--- config.mk ---
export PLATFORM = sky130hd
export DESIGN_NAME = cps_video_conditioner_flat
export DESIGN_NICKNAME = d
export VERILOG_FILES = /design/src/rtl/cps_video_conditioner_if.sv /design/src/rtl/cps_video_conditioner.sv /design/src/flat_wrapper.sv
export SDC_FILE = /design/constraint.sdc
export NUM_CORES = 1
export LEC_CHECK = 0
export ABC_CLOCK_PERIOD_IN_PS = 4200
export BUFFER_PORTS_ARGS = -buffer_cell sky130_fd_sc_hd__buf_2
export CAP_MARGIN = 20
export CORE_MARGIN = 10
export CORE_UTILIZATION = 56
export DETAILED_ROUTE_END_ITERATION = 6
export GPL_TIMING_DRIVEN = 0
export PLACE_DENSITY = 0.74
export SETUP_SLACK_MARGIN = 0.15
export SYNTH_ARGS = -nofsm -noshare
export SYNTH_HDL_FRONTEND = slang
export SYNTH_SLANG_ARGS = --single-unit
--- constraint.sdc ---
create_clock -name PCLK_i -period 4.2 [get_ports PCLK_i]
set_input_delay 0.84 -clock PCLK_i [delete_from_list [all_inputs] [get_ports PCLK_i]]
set_output_delay 0.84 -clock PCLK_i [all_outputs]
set_load 0.1 [all_outputs]
--- src/rtl/cps_video_conditioner_if.sv ---
// Pixel/sync bundle between the capture side and the video frontend.
interface cps_video_conditioner_if;
    logic [4:0]  R_i;
    logic [4:0]  G_i;
    logic [4:0]  B_i;
    logic        HSYNC_i;
    logic        VSYNC_i;
    logic [4:0]  R_o;
    logic [4:0]  G_o;
    logic [4:0]  B_o;
    logic        HSYNC_o;
    logic        VSYNC_o;
    logic        hpol_o;
    logic        vpol_o;
    logic [11:0] h_total_o;
    logic [10:0] v_total_o;
    logic        lock_o;

    modport master (
        output R_i, G_i, B_i, HSYNC_i, VSYNC_i,
        input  R_o, G_o, B_o, HSYNC_o, VSYNC_o, hpol_o, vpol_o,
               h_total_o, v_total_o, lock_o
    );

    modport slave (
        input  R_i, G_i, B_i, HSYNC_i, VSYNC_i,
        output R_o, G_o, B_o, HSYNC_o, VSYNC_o, hpol_o, vpol_o,
               h_total_o, v_total_o, lock_o
    );
endinterface

--- src/rtl/cps_video_conditioner.sv ---
// Sync glitch filter, optional polarity normalisation, pixel delay alignment
// and line/frame timing measurement with line lock detection.
// Optional feature: define CPS_SYNC_POLDET_EN to enable sync polarity
// detection and normalisation to active-low.
module cps_video_conditioner #(
    parameter int unsigned FILTER_LEN = 3,
    parameter int unsigned LOCK_LINES = 8
) (
    input logic                    PCLK_i,
    input logic                    reset_n,
    cps_video_conditioner_if.slave vid
);
    // Input register plus filter plus output register give FILTER_LEN+1
    // cycles of sync latency, so pixels need one more stage than that count.
    localparam int unsigned PIPE_LEN = FILTER_LEN + 2;
    localparam logic [2:0]  RUN_LAST = 3'(FILTER_LEN - 1);
    localparam logic [3:0]  LOCK_MAX = 4'(LOCK_LINES);

    logic [1:0]  sync_q;          // {vsync, hsync}
    logic [1:0]  filt;
    logic [2:0]  run [2];
    logic [14:0] pix_q [PIPE_LEN];
    logic        hpol, vpol;
    logic        hs_o, vs_o, hs_o_d, vs_o_d;
    logic        h_lead, v_lead;
    logic [11:0] hcnt, h_len, h_total;
    logic [10:0] vcnt, v_len, v_total;
    logic        h_seen, v_seen;
    logic [3:0]  lock_cnt;

    // Register raw syncs and toggle each filter after FILTER_LEN differing samples
    always_ff @(posedge PCLK_i) begin
        if (!reset_n) begin
            sync_q <= '1;
            filt   <= '1;
            for (int unsigned i = 0; i < 2; i++) run[i] <= '0;
        end else begin
            sync_q <= {vid.VSYNC_i, vid.HSYNC_i};
            for (int unsigned i = 0; i < 2; i++) begin
                if (sync_q[i] != filt[i]) begin
                    if (run[i] == RUN_LAST) begin
                        filt[i] <= ~filt[i];
                        run[i]  <= '0;
                    end else begin
                        run[i] <= run[i] + 3'd1;
                    end
                end else begin
                    run[i] <= '0;
                end
            end
        end
    end

    // Pixel delay line matching the sync path latency
    always_ff @(posedge PCLK_i) begin
        if (!reset_n) begin
            for (int unsigned i = 0; i < PIPE_LEN; i++) pix_q[i] <= '0;
        end else begin
            pix_q[0] <= {vid.R_i, vid.G_i, vid.B_i};
            for (int unsigned i = 1; i < PIPE_LEN; i++) pix_q[i] <= pix_q[i - 1];
        end
    end

`ifdef CPS_SYNC_POLDET_EN
    logic [11:0] h_hi, h_lo;
    logic [10:0] v_hi, v_lo;
    logic [1:0]  filt_d;

    // Decide polarity at each filtered rising edge from the shorter level of the last period
    always_ff @(posedge PCLK_i) begin
        if (!reset_n) begin
            h_hi   <= '0;
            h_lo   <= '0;
            v_hi   <= '0;
            v_lo   <= '0;
            hpol   <= 1'b0;
            vpol   <= 1'b0;
            filt_d <= '1;
        end else begin
            filt_d <= filt;
            if (filt[0] && !filt_d[0]) begin
                hpol <= (h_hi < h_lo);
                h_hi <= '0;
                h_lo <= '0;
            end else if (filt[0]) begin
                if (h_hi != '1) h_hi <= h_hi + 12'd1;
            end else begin
                if (h_lo != '1) h_lo <= h_lo + 12'd1;
            end
            if (filt[1] && !filt_d[1]) begin
                vpol <= (v_hi < v_lo);
                v_hi <= '0;
                v_lo <= '0;
            end else if (h_lead) begin
                if (filt[1]) begin
                    if (v_hi != '1) v_hi <= v_hi + 11'd1;
                end else begin
                    if (v_lo != '1) v_lo <= v_lo + 11'd1;
                end
            end
        end
    end
`else
    assign hpol = 1'b0;
    assign vpol = 1'b0;
`endif

    // Normalised sync outputs and one-cycle history for leading-edge detection
    always_ff @(posedge PCLK_i) begin
        if (!reset_n) begin
            hs_o   <= 1'b1;
            vs_o   <= 1'b1;
            hs_o_d <= 1'b1;
            vs_o_d <= 1'b1;
        end else begin
            hs_o   <= filt[0] ^ hpol;
            vs_o   <= filt[1] ^ vpol;
            hs_o_d <= hs_o;
            vs_o_d <= vs_o;
        end
    end

    assign h_lead = hs_o_d & ~hs_o;
    assign v_lead = vs_o_d & ~vs_o;
    assign h_len  = (hcnt == '1) ? hcnt : hcnt + 12'd1;
    // A line ending on the same edge as the frame is counted into that frame.
    assign v_len  = (vcnt == '1) ? vcnt : vcnt + {10'd0, h_lead};

    // Line length measurement and lock counting; first edge after reset only arms
    always_ff @(posedge PCLK_i) begin
        if (!reset_n) begin
            hcnt     <= '0;
            h_total  <= '0;
            h_seen   <= 1'b0;
            lock_cnt <= '0;
        end else if (h_lead) begin
            hcnt   <= '0;
            h_seen <= 1'b1;
            if (h_seen) begin
                h_total <= h_len;
                if (h_len == h_total && h_len != '1) begin
                    if (lock_cnt != LOCK_MAX) lock_cnt <= lock_cnt + 4'd1;
                end else begin
                    lock_cnt <= '0;
                end
            end
        end else begin
            hcnt <= h_len;
        end
    end

    // Frame length measurement in lines
    always_ff @(posedge PCLK_i) begin
        if (!reset_n) begin
            vcnt    <= '0;
            v_total <= '0;
            v_seen  <= 1'b0;
        end else if (v_lead) begin
            vcnt   <= '0;
            v_seen <= 1'b1;
            if (v_seen) v_total <= v_len;
        end else begin
            vcnt <= v_len;
        end
    end

    assign vid.R_o       = pix_q[PIPE_LEN - 1][14:10];
    assign vid.G_o       = pix_q[PIPE_LEN - 1][9:5];
    assign vid.B_o       = pix_q[PIPE_LEN - 1][4:0];
    assign vid.HSYNC_o   = hs_o;
    assign vid.VSYNC_o   = vs_o;
    assign vid.hpol_o    = hpol;
    assign vid.vpol_o    = vpol;
    assign vid.h_total_o = h_total;
    assign vid.v_total_o = v_total;
    assign vid.lock_o    = (lock_cnt == LOCK_MAX);
endmodule

--- src/flat_wrapper.sv ---
// flat-port wrapper written by rule: the top's interface ports become plain ports
module cps_video_conditioner_flat 
#(
    parameter int unsigned FILTER_LEN = 3,
    parameter int unsigned LOCK_LINES = 8
)
  (PCLK_i, reset_n, vid_R_i, vid_G_i, vid_B_i, vid_HSYNC_i, vid_VSYNC_i, vid_R_o, vid_G_o, vid_B_o, vid_HSYNC_o, vid_VSYNC_o, vid_hpol_o, vid_vpol_o, vid_h_total_o, vid_v_total_o, vid_lock_o);
  cps_video_conditioner_if vid_i ();
  input logic PCLK_i;
  input logic reset_n;
  input wire logic [$bits(vid_i.R_i)-1:0] vid_R_i;
  input wire logic [$bits(vid_i.G_i)-1:0] vid_G_i;
  input wire logic [$bits(vid_i.B_i)-1:0] vid_B_i;
  input wire logic [$bits(vid_i.HSYNC_i)-1:0] vid_HSYNC_i;
  input wire logic [$bits(vid_i.VSYNC_i)-1:0] vid_VSYNC_i;
  output wire logic [$bits(vid_i.R_o)-1:0] vid_R_o;
  output wire logic [$bits(vid_i.G_o)-1:0] vid_G_o;
  output wire logic [$bits(vid_i.B_o)-1:0] vid_B_o;
  output wire logic [$bits(vid_i.HSYNC_o)-1:0] vid_HSYNC_o;
  output wire logic [$bits(vid_i.VSYNC_o)-1:0] vid_VSYNC_o;
  output wire logic [$bits(vid_i.hpol_o)-1:0] vid_hpol_o;
  output wire logic [$bits(vid_i.vpol_o)-1:0] vid_vpol_o;
  output wire logic [$bits(vid_i.h_total_o)-1:0] vid_h_total_o;
  output wire logic [$bits(vid_i.v_total_o)-1:0] vid_v_total_o;
  output wire logic [$bits(vid_i.lock_o)-1:0] vid_lock_o;
  assign vid_i.R_i = vid_R_i;
  assign vid_i.G_i = vid_G_i;
  assign vid_i.B_i = vid_B_i;
  assign vid_i.HSYNC_i = vid_HSYNC_i;
  assign vid_i.VSYNC_i = vid_VSYNC_i;
  assign vid_R_o = vid_i.R_o;
  assign vid_G_o = vid_i.G_o;
  assign vid_B_o = vid_i.B_o;
  assign vid_HSYNC_o = vid_i.HSYNC_o;
  assign vid_VSYNC_o = vid_i.VSYNC_o;
  assign vid_hpol_o = vid_i.hpol_o;
  assign vid_vpol_o = vid_i.vpol_o;
  assign vid_h_total_o = vid_i.h_total_o;
  assign vid_v_total_o = vid_i.v_total_o;
  assign vid_lock_o = vid_i.lock_o;
  cps_video_conditioner #(.FILTER_LEN(FILTER_LEN), .LOCK_LINES(LOCK_LINES)) u_core (.PCLK_i(PCLK_i), .reset_n(reset_n), .vid(vid_i));
endmodule
; Word-level counts from Yosys, hierarchy flattened
; Memories as Yosys holds them, arrays and structs flattened.
; Cells that the tools add are included.
; Widths: inputs -> output; s select.
[classes]
mux = 39
n_reduce_logical = 8
eq_ne = 11
add_sub_neg = 5
n_bitwise = 18
[op_table]
columns = cell, count
row1 = $mux 15, 5
row2 = $mux 1, 24
row3 = $mux 3, 6
row4 = $add 12x1->12 const B, 1
row5 = $eq 12x12->1, 1
row6 = $eq 12x12->1 const B, 1
row7 = $mux 12, 1
row8 = $ne 12x12->1 const B, 1
row9 = $add 11x1->11, 1
row10 = $eq 11x11->1 const B, 1
row11 = $mux 11, 1
row12 = $or 1x1->1, 11
row13 = $mux 4, 2
row14 = $reduce_and 2->1, 4
row15 = $add 3x1->3 const B, 2
row16 = $eq 3x2->1 const B, 2
row17 = $not 1->1, 5
row18 = $add 4x1->4 const B, 1
row19 = $eq 4x4->1 const B, 1
row20 = $ne 4x4->1 const B, 1
row21 = $reduce_or 2->1, 2
row22 = $reduce_and 3->1, 1
row23 = $and 1x1->1, 2
row24 = $ne 1x1->1, 2
row25 = other kinds (2), 2
[word_totals]
ram_bits = 81
input_bits = 19
memories = 2
wordCells = 97
register_bits = 60
[memory_table]
columns = memory, depth, word_bits, read_ports, rd_clocked_by_memory_dff, write_ports, line
row1 = u_core.pix_q, 5, 15, 5, 0, 5, cps_video_conditioner.sv:22  ; logic [14:0] pix_q [PIPE_LEN];
row2 = u_core.run, 2, 3, 2, 0, 2, cps_video_conditioner.sv:21  ; logic [2:0] run [2];

; Logic depth before layout (Yosys ltp)
; Gate-level depths: netlist of run 1.
; An unclocked memory read counts as a cell.
[logic_depth]
word_depth = 9
ltp_mapped = 10
depth_no_buf = 10

; Least setup slack after synthesis of run 1
; No wires, ideal clock.
[synth_timing]
path_kind = register to register
from = register u_core.h_total[3], in the netlist u_core.vid.h_total_o[3]
to = register u_core.lock_cnt[0]
path_stages_with_launch = 7
t_arrival_ps = 2364
slack_ps = 1757
setup_ps = 79
t_required_ps = 4121
synth_period_minus_slack_ps = 2443
path_cell_list = dfxtp_1 -> nor2_1 -> a211o_1 -> a2111o_1 -> nor4b_2 -> nand4_1 -> a22oi_1
[synth_between]
elab_chain_cells = 4
elab_cells_between_ends = 5
classes_between = eq/ne: 2 / mux: 1 / reduce/logical: 2
[synth_lines]
columns = element, line
row1 = start: declaration, cps_video_conditioner.sv:26  ; logic [11:0] hcnt, h_len, h_total;
row2 = start signal: assignment, cps_video_conditioner.sv:140  ; h_total <= h_len;
row3 = $eq 12x12->1 (*), cps_video_conditioner.sv:141  ; if (h_len == h_total && h_len != '1) begin
row4 = $logic_and 1x1->1 (*), cps_video_conditioner.sv:141
row5 = $ne 2x2->1 (no source line), --
row6 = $reduce_and 3->1 (no source line), --
row7 = end signal: assignment, cps_video_conditioner.sv:142  ; if (lock_cnt != LOCK_MAX) lock_cnt <= lock_cnt + 4'd1;
row8 = end: declaration, cps_video_conditioner.sv:29  ; logic [3:0] lock_cnt;
; Every way passes the cells marked *; elsewhere a longest branch is shown, timed or not.
; A chain may end at the register's enable or synchronous reset.

; Worst setup path after layout of run 1
[layout_timing]
from = register u_core.hcnt[1]
to = register u_core.lock_cnt[0]
[layout_between]
elab_chain_cells = 6
elab_cells_between_ends = 9
classes_between = add/sub: 1 / eq/ne: 4 / mux: 2 / reduce/logical: 2
[layout_lines]
columns = element, line
row1 = start: declaration, cps_video_conditioner.sv:26
row2 = start signal: assignment, cps_video_conditioner.sv:148  ; hcnt <= h_len;
row3 = $add 12x1->12 / $eq 12x12->1 (equally long branches), cps_video_conditioner.sv:125  ; assign h_len = (hcnt == '1) ? hcnt : hcnt + 12'd1;
row4 = $mux 12 (*), cps_video_conditioner.sv:125
row5 = $eq 12x12->1 / $ne 12x12->1 (equally long branches), cps_video_conditioner.sv:141
row6 = $logic_and 1x1->1 (*), cps_video_conditioner.sv:141
row7 = $ne 2x2->1 (no source line), --
row8 = $reduce_and 3->1 (no source line), --
; Marks and branches as above.

==> metrics.txt, run 1 <==
register area share after synthesis=0.494; drt pass-1 iters=5; core region area=10200 um^2; Vias/cell=~5.2; CTS Sinks=141; Setup Total Neg Slack=0 ps; Syn Inst Count=592; chip height=~120 um; # setup viols final=0; Fin. Hold Viols=0; Final #Nets=roughly 700; WL/cell=about 14 um; Switching Fraction=0.240; I/O Buffers=59; Overflow after GRT=0; Yosys Warn Count=0; initial antenna violation count=0; sequential share of power=0.470; total wire length=11.7 mm; max cap viols=0; Post-Layout Inst Area=~6900 um^2; io pins=62; critical path's top delay family=compound AO/OA/AOI/OAI gates; Final Wtd Congestion=~0.92; period utilization=0.706; buffers and inverters on the worst path=1; top cells by area, synth=dfxtp_1 (46%), and2_1 (9.7%), nor2_1 (3.3%); Slew Limit Fails=0; EDFF count, synth=6; first-pass GRT wire length=roughly 20 mm; Worst Hold Class=reg2reg; Pint=between 2 and 2.5 mW; post-layout min period=between 2000 and 3000 ps; Starting Density=0.571; Root Buffer=clkbuf_8; Leak=roughly 3.1 nW; hpwl dp=approximately 8.7 mm; peak supply drop=roughly 0.26 mV; Yosys reg bits=approximately 140; synth unique cells=80; Final WS setup=1230 ps; Crit. End Element=flip-flop; run status=finished clean; TritonCTS clock tree=yes; Via Count=4264; ys async rst share=0; synth-to-layout area growth=18.3%; Pwr Density=427 nW/um^2; vias in the first global route=a little over 4000; # hold bufs at CTS=0; residual DRC count=0; worst slew pin tran=580 ps; slew margin rel.=0.611; unrepaired setup endpoints after global routing=false; most common cell in the synthesized netlist=dfxtp_1; f_max=between 0.3 and 0.4 GHz; post-place setup slack=about 1300 ps; critical path peak fanout=8; CP required=around 4600 ps; final hold slack=between 400 and 500 ps; Clk pwr share=0.485; DRT iter0 DRCs=285; total CTS buffers=17; Crit Path Class=reg2reg; std cell rows=37; Cell Chain, Critical Path=ha_1, and2_1, buf_2, nand4_1, o32ai_1, o2111ai_1, a31oi_1, nand4_1, a22oi_1; clock buffer depth=2; mapped cell area=5840 um^2; slowest cell on the critical path=o32ai_1; largest net degree at the start of global routing=17; top cell type's share of synthesized area=0.463; die area=approximately 15000 um^2; Post-synth top cells=dfxtp_1 (135), and2_1 (91), nor2_1 (52); Critical Path Source Type=flip-flop; Placed Area=6330 um^2; leading area contributor after synthesis=dfxtp_1; antenna-violating nets left=0; arrival time worst endpoint=3400 ps; Clock Skews=around 13 ps; worst stage delay on the critical path=~600 ps; Fillers=between 800 and 900; NetSw=709 uW; H-tree depth=4; share of cells above drive strength 1=0.213; Worst path most repeated cell=nand4_1; clk_lat worst skew=between 500 and 600 ps; post-CTS setup buffer count=0; clk slew on worst S/H paths=about 70 ps; combinational share of power=0.045; Die W=~120 um; Avg Inst Size Synth=about 10 um^2; GRT Total Usage=0.162; flop2flop setup slack=between 1000 and 1500 ps; top_reg_cell synth=dfxtp_1; ANT cells=0; Tot Pwr=just under 3 mW; PostCTS Resize Cnt=0
[sequential cells by signal, indices dropped and copies added (netlist names)]
name and count:
u_core.vcnt 11, u_core.vid.v_total_o 11, u_core.vid.VSYNC_o 1, u_core.hcnt 12, u_core.vid.h_total_o 12, u_core.sync_q 2
u_core.lock_cnt 4, u_core.filt 2, u_core.hs_o_d 1, u_core.vs_o_d 1, u_core.pix_q 75, u_core.h_seen 1
u_core.v_seen 1, u_core.vid.HSYNC_o 1, u_core.run 6
[path summary, 6_finish.rpt]
check | startpoint | end | cells past startpoint
worst max register to register | u_core.hcnt[1] | u_core.lock_cnt[0] | 9
worst min register to register | u_core.pix_q[0][47] | u_core.pix_q[0][62] | 1
worst min-delay path | u_core.pix_q[0][47] | u_core.pix_q[0][62] | 1
worst max-delay path | u_core.hcnt[1] | u_core.lock_cnt[0] | 9
[placed cells by master (no fill, tap or decap), types with 4 or more instances in the layout]
| master | synthesis | layout |
|---|---|---|
| inv_6 | 0 | 4 |
| o2111ai_1 | 4 | 4 |
| clkbuf_1 | 16 | 16 |
| clkbuf_16 | 0 | 16 |
| and2_1 | 91 | 91 |
| dfxtp_1 | 135 | 135 |
| inv_1 | 10 | 10 |
| inv_8 | 0 | 5 |
| buf_2 | 3 | 62 |
| ha_1 | 9 | 9 |
| conb_1 | 2 | 8 |
| nand2b_1 | 12 | 12 |
| and3_1 | 5 | 5 |
| nor2b_1 | 5 | 5 |
| mux2i_1 | 7 | 7 |
| xor2_1 | 13 | 13 |
| buf_4 | 22 | 22 |
| edfxtp_1 | 6 | 6 |
| nor3_1 | 9 | 9 |
| nor2_1 | 52 | 52 |
| o21ai_0 | 11 | 11 |
| nand4_1 | 15 | 15 |
| o211a_1 | 15 | 15 |
| xnor2_1 | 12 | 12 |
| nand2_1 | 39 | 39 |
| nand3_1 | 12 | 12 |
[stage by stage]
step | instances | util
floorplan | 598 | -
global placement | 793 | 0.618
detailed placement | 793 | 0.618
CTS | 825 | 0.675
global route | 825 | 0.675
finish | 825 | 0.675
[kinds of logic (layout without fill, tap and decap cells)]
kind of cell / Yosys count / in the layout / share of synthesized area
flip-flops: 141 / 141 / 0.494
buffers and inverters: 59 / 150 / 0.0628
multiplexers: 7 / 7 / 0.0120
adder cells (fa/ha/maj): 9 / 9 / 0.0193
XOR/XNOR: 25 / 25 / 0.0375
AND/OR/NAND/NOR: 273 / 273 / 0.265
other: 2 / 8 / 0.00129
AO/OA/AOI/OAI: 76 / 76 / 0.108
[layer usage]
layer	global-route usage	up-vias	routed length (um)
li1	-	2180	-
met1	0.194	1963	5220
met2	0.277	105	5830
met3	0.0402	16	529
met4	0.0589	0	163
met5	0	-	0
[power groups by stage]
stage	Clock (mW)	Combinational, mW	Sequential (mW)
detailed placement	0	0.132	1.42
global placement	0	0.129	1.42
finish	1.43	0.133	1.39
CTS	1.46	0.134	1.39
global route	1.52	0.148	1.39
floorplan	0	0.0979	1.42
[area by class of cell]
type                    count  area [um^2]  share of cell area
repair buffers             59          295              0.0427
plain buffers              49          329              0.0476
multi-input cells         398         2610               0.378
inverters                  10         37.5             0.00543
clock inverters            15          168              0.0243
flip-flops and latches    141         2880               0.417
well taps                 136          170              0.0246
clock buffers              17          414              0.0599
No activity file was read; power rests on OpenSTA's default activity.
==> run 2: changes to the inputs <==
Settings changed: ABC_CLOCK_PERIOD_IN_PS 4200 to 2700, CORE_UTILIZATION 56 to 53, PLACE_DENSITY 0.74 to 0.73.
Clock period 4.2 ns to 2.7 ns, I/O delays scaled along.
==> metrics.txt, run 2 (synthesis gave the netlist of run 1 again) <==
run status=finished clean; final hold slack=204 ps (-224 ps); Starting Density=0.541 (-0.0297); I/O Buffers=59 (unchanged); share of cells above drive strength 1=0.239 (+0.0255); Fillers=881 (+8.2%); clk_lat worst skew=520 ps (about the same); Final #Nets=710 (+0.85%); # setup viols final=0 (unchanged); Largest Register=u_core.pix_q; period utilization=0.919 (+0.213); most common cell after layout, fill and taps aside=dfxtp_1; Hold Startpoint=vid_VSYNC_i; drt pass-1 iters=4 (-1); Crit Path Class=reg2reg; total wire length=12.7 mm (+8.2%); die area=15600 um^2 (+4.7%); dpl cells=797 (+0.50%); synth-to-layout area growth=20.9%; std cell rows=38 (+2.7%); Worst Hold Path Cells=2 (+1); largest net degree at the start of global routing=17 (unchanged); Leak=3.13 nW (+1.4%); Overflow after GRT=0 (unchanged); peak supply drop=0.490 mV (+86%); total CTS buffers=17 (unchanged); H-tree depth=4 (unchanged); first-pass GRT wire length=20.9 mm (+6.8%); met1 usage=0.187 (-0.00649); post-place setup slack=-229 ps (-1540 ps); Worst Hold Class=in2reg; Die W=125 um (+2.3%); initial antenna violation count=0 (unchanged); worst slew pin tran=584 ps (+3.90 ps); vias in the first global route=4201 (+1.0%); Critical Path Source Type=flip-flop; most frequent cells in the layout=dfxtp_1 (133), and2_1 (91), buf_2 (61); CP required=3140 ps (-1500 ps); Util after Layout=0.654 (-0.0212); WL/cell=15.2 um (+6.9%); Fin. Hold Viols=0 (unchanged); GRT Total Usage=0.161 (-0.000811); Tot Pwr=4.54 mW (+54%); arrival time worst endpoint=2920 ps (-480 ps); Pwr Density=644 nW/um^2 (+51%); Crit. End Element=flip-flop; flop2flop setup slack=220 ps (-1010 ps); f_max=0.403 GHz (+20%); Slew Limit Fails=0 (unchanged); cells on worst reg2reg path=8 (-1); Final Wtd Congestion=0.945 (+3.1%); clock buffer depth=2 (unchanged); Clock Skews=6.66 ps (-6.64 ps); met2 Usage GRT=0.275 (-0.00136); unrepaired setup endpoints after global routing=false; io pins=62 (unchanged); max cap viols=0 (unchanged); critical path peak fanout=7 (-1); Placed Area=6330 um^2 (about the same); met3 GRT Util=0.0393 (-0.000950); GRT busiest layer=met2; DRT iter0 DRCs=331 (+16%); hpwl dp=9.24 mm (+6.0%); CTS Sinks=141 (unchanged); start of the worst register-to-register path=u_core.hcnt[1]; ANT cells=0 (unchanged); max reg flops=75 (unchanged); antenna-violating nets left=0 (unchanged); Hold Path Sink=u_core.sync_q[1]; Post-Layout Inst Area=7060 um^2 (+2.2%); Setup Total Neg Slack=0 ps (unchanged); Via Count=4373 (+2.6%); clk slew on worst S/H paths=60 ps (about the same); residual DRC count=0 (unchanged); Root Buffer=clkbuf_8; TritonCTS clock tree=yes; # hold bufs at CTS=0 (unchanged); Post-Layout Cell Count=835 (+1.2%); slew margin rel.=0.611 (about the same); core region area=10800 um^2 (+5.5%); Vias/cell=5.24 (+1.3%); Final WS setup=218 ps (-1010 ps); post-layout min period=2480 ps (-485 ps); FF-to-FF End=u_core.lock_cnt[1]; chip height=125 um (+2.3%)
-- run 2: routing by layer --
| layer | wire (um) | vias to the layer above |
|---|---|---|
| met1 | 5230 | 2048 |
| met3 | 666 | 23 |
| met4 | 290 | 0 |
| met5 | 0 | - |
| li1 | - | 2179 |
| met2 | 6520 | 123 |
-- run 2: worst max path at each step --
stage	startpoint	end	slack, ps
final	u_core.hcnt[1]	u_core.lock_cnt[1]	220
after global routing	u_core.hcnt[1]	u_core.lock_cnt[1]	130
after CTS	u_core.hcnt[0]	u_core.lock_cnt[1]	180
after detailed placement	u_core.hcnt[1]	u_core.lock_cnt[1]	-230
after global placement	u_core.hcnt[1]	u_core.lock_cnt[0]	-290
after floorplan	u_core.vid.h_total_o[3]	u_core.lock_cnt[0]	260
-- run 2: layout make-up --
type / instances / area, um^2 / share of cell area
clock buffer: 18 / 428 / 0.0606
inverter: 10 / 37.5 / 0.00532
buffer: 49 / 332 / 0.0470
tap: 140 / 175 / 0.0248
sequential: 141 / 2890 / 0.409
multi-input combinational: 398 / 2730 / 0.386
clock inverter: 14 / 131 / 0.0186
timing repair buffer: 65 / 340 / 0.0482
-- run 2: power by group --
part | switching (mW) | internal, mW | total, mW | leakage, nW
Clock | 0.901 | 1.26 | 2.16 | 0.280
Sequential | 0.0186 | 2.14 | 2.16 | 1.16
Combinational | 0.132 | 0.0865 | 0.219 | 1.69
Total | 1.05 | 3.49 | 4.54 | 3.13
-- run 2: what timing repair did --
item                                    CTS  global route
endpoints found under the setup margin    4             4
pin swaps                                 5             2
resized for setup                         6            17
setup buffers                             4             2
-- run 2: critical path, cell delays in order, from the launching register on --
cell and delay, ps:
dfxtp_4 400, ha_4 190, nand4_1 260, nand4_1 240, o21ai_0 160, or3_2 540, nor4_2 300, a41oi_1 150
o22ai_1 170
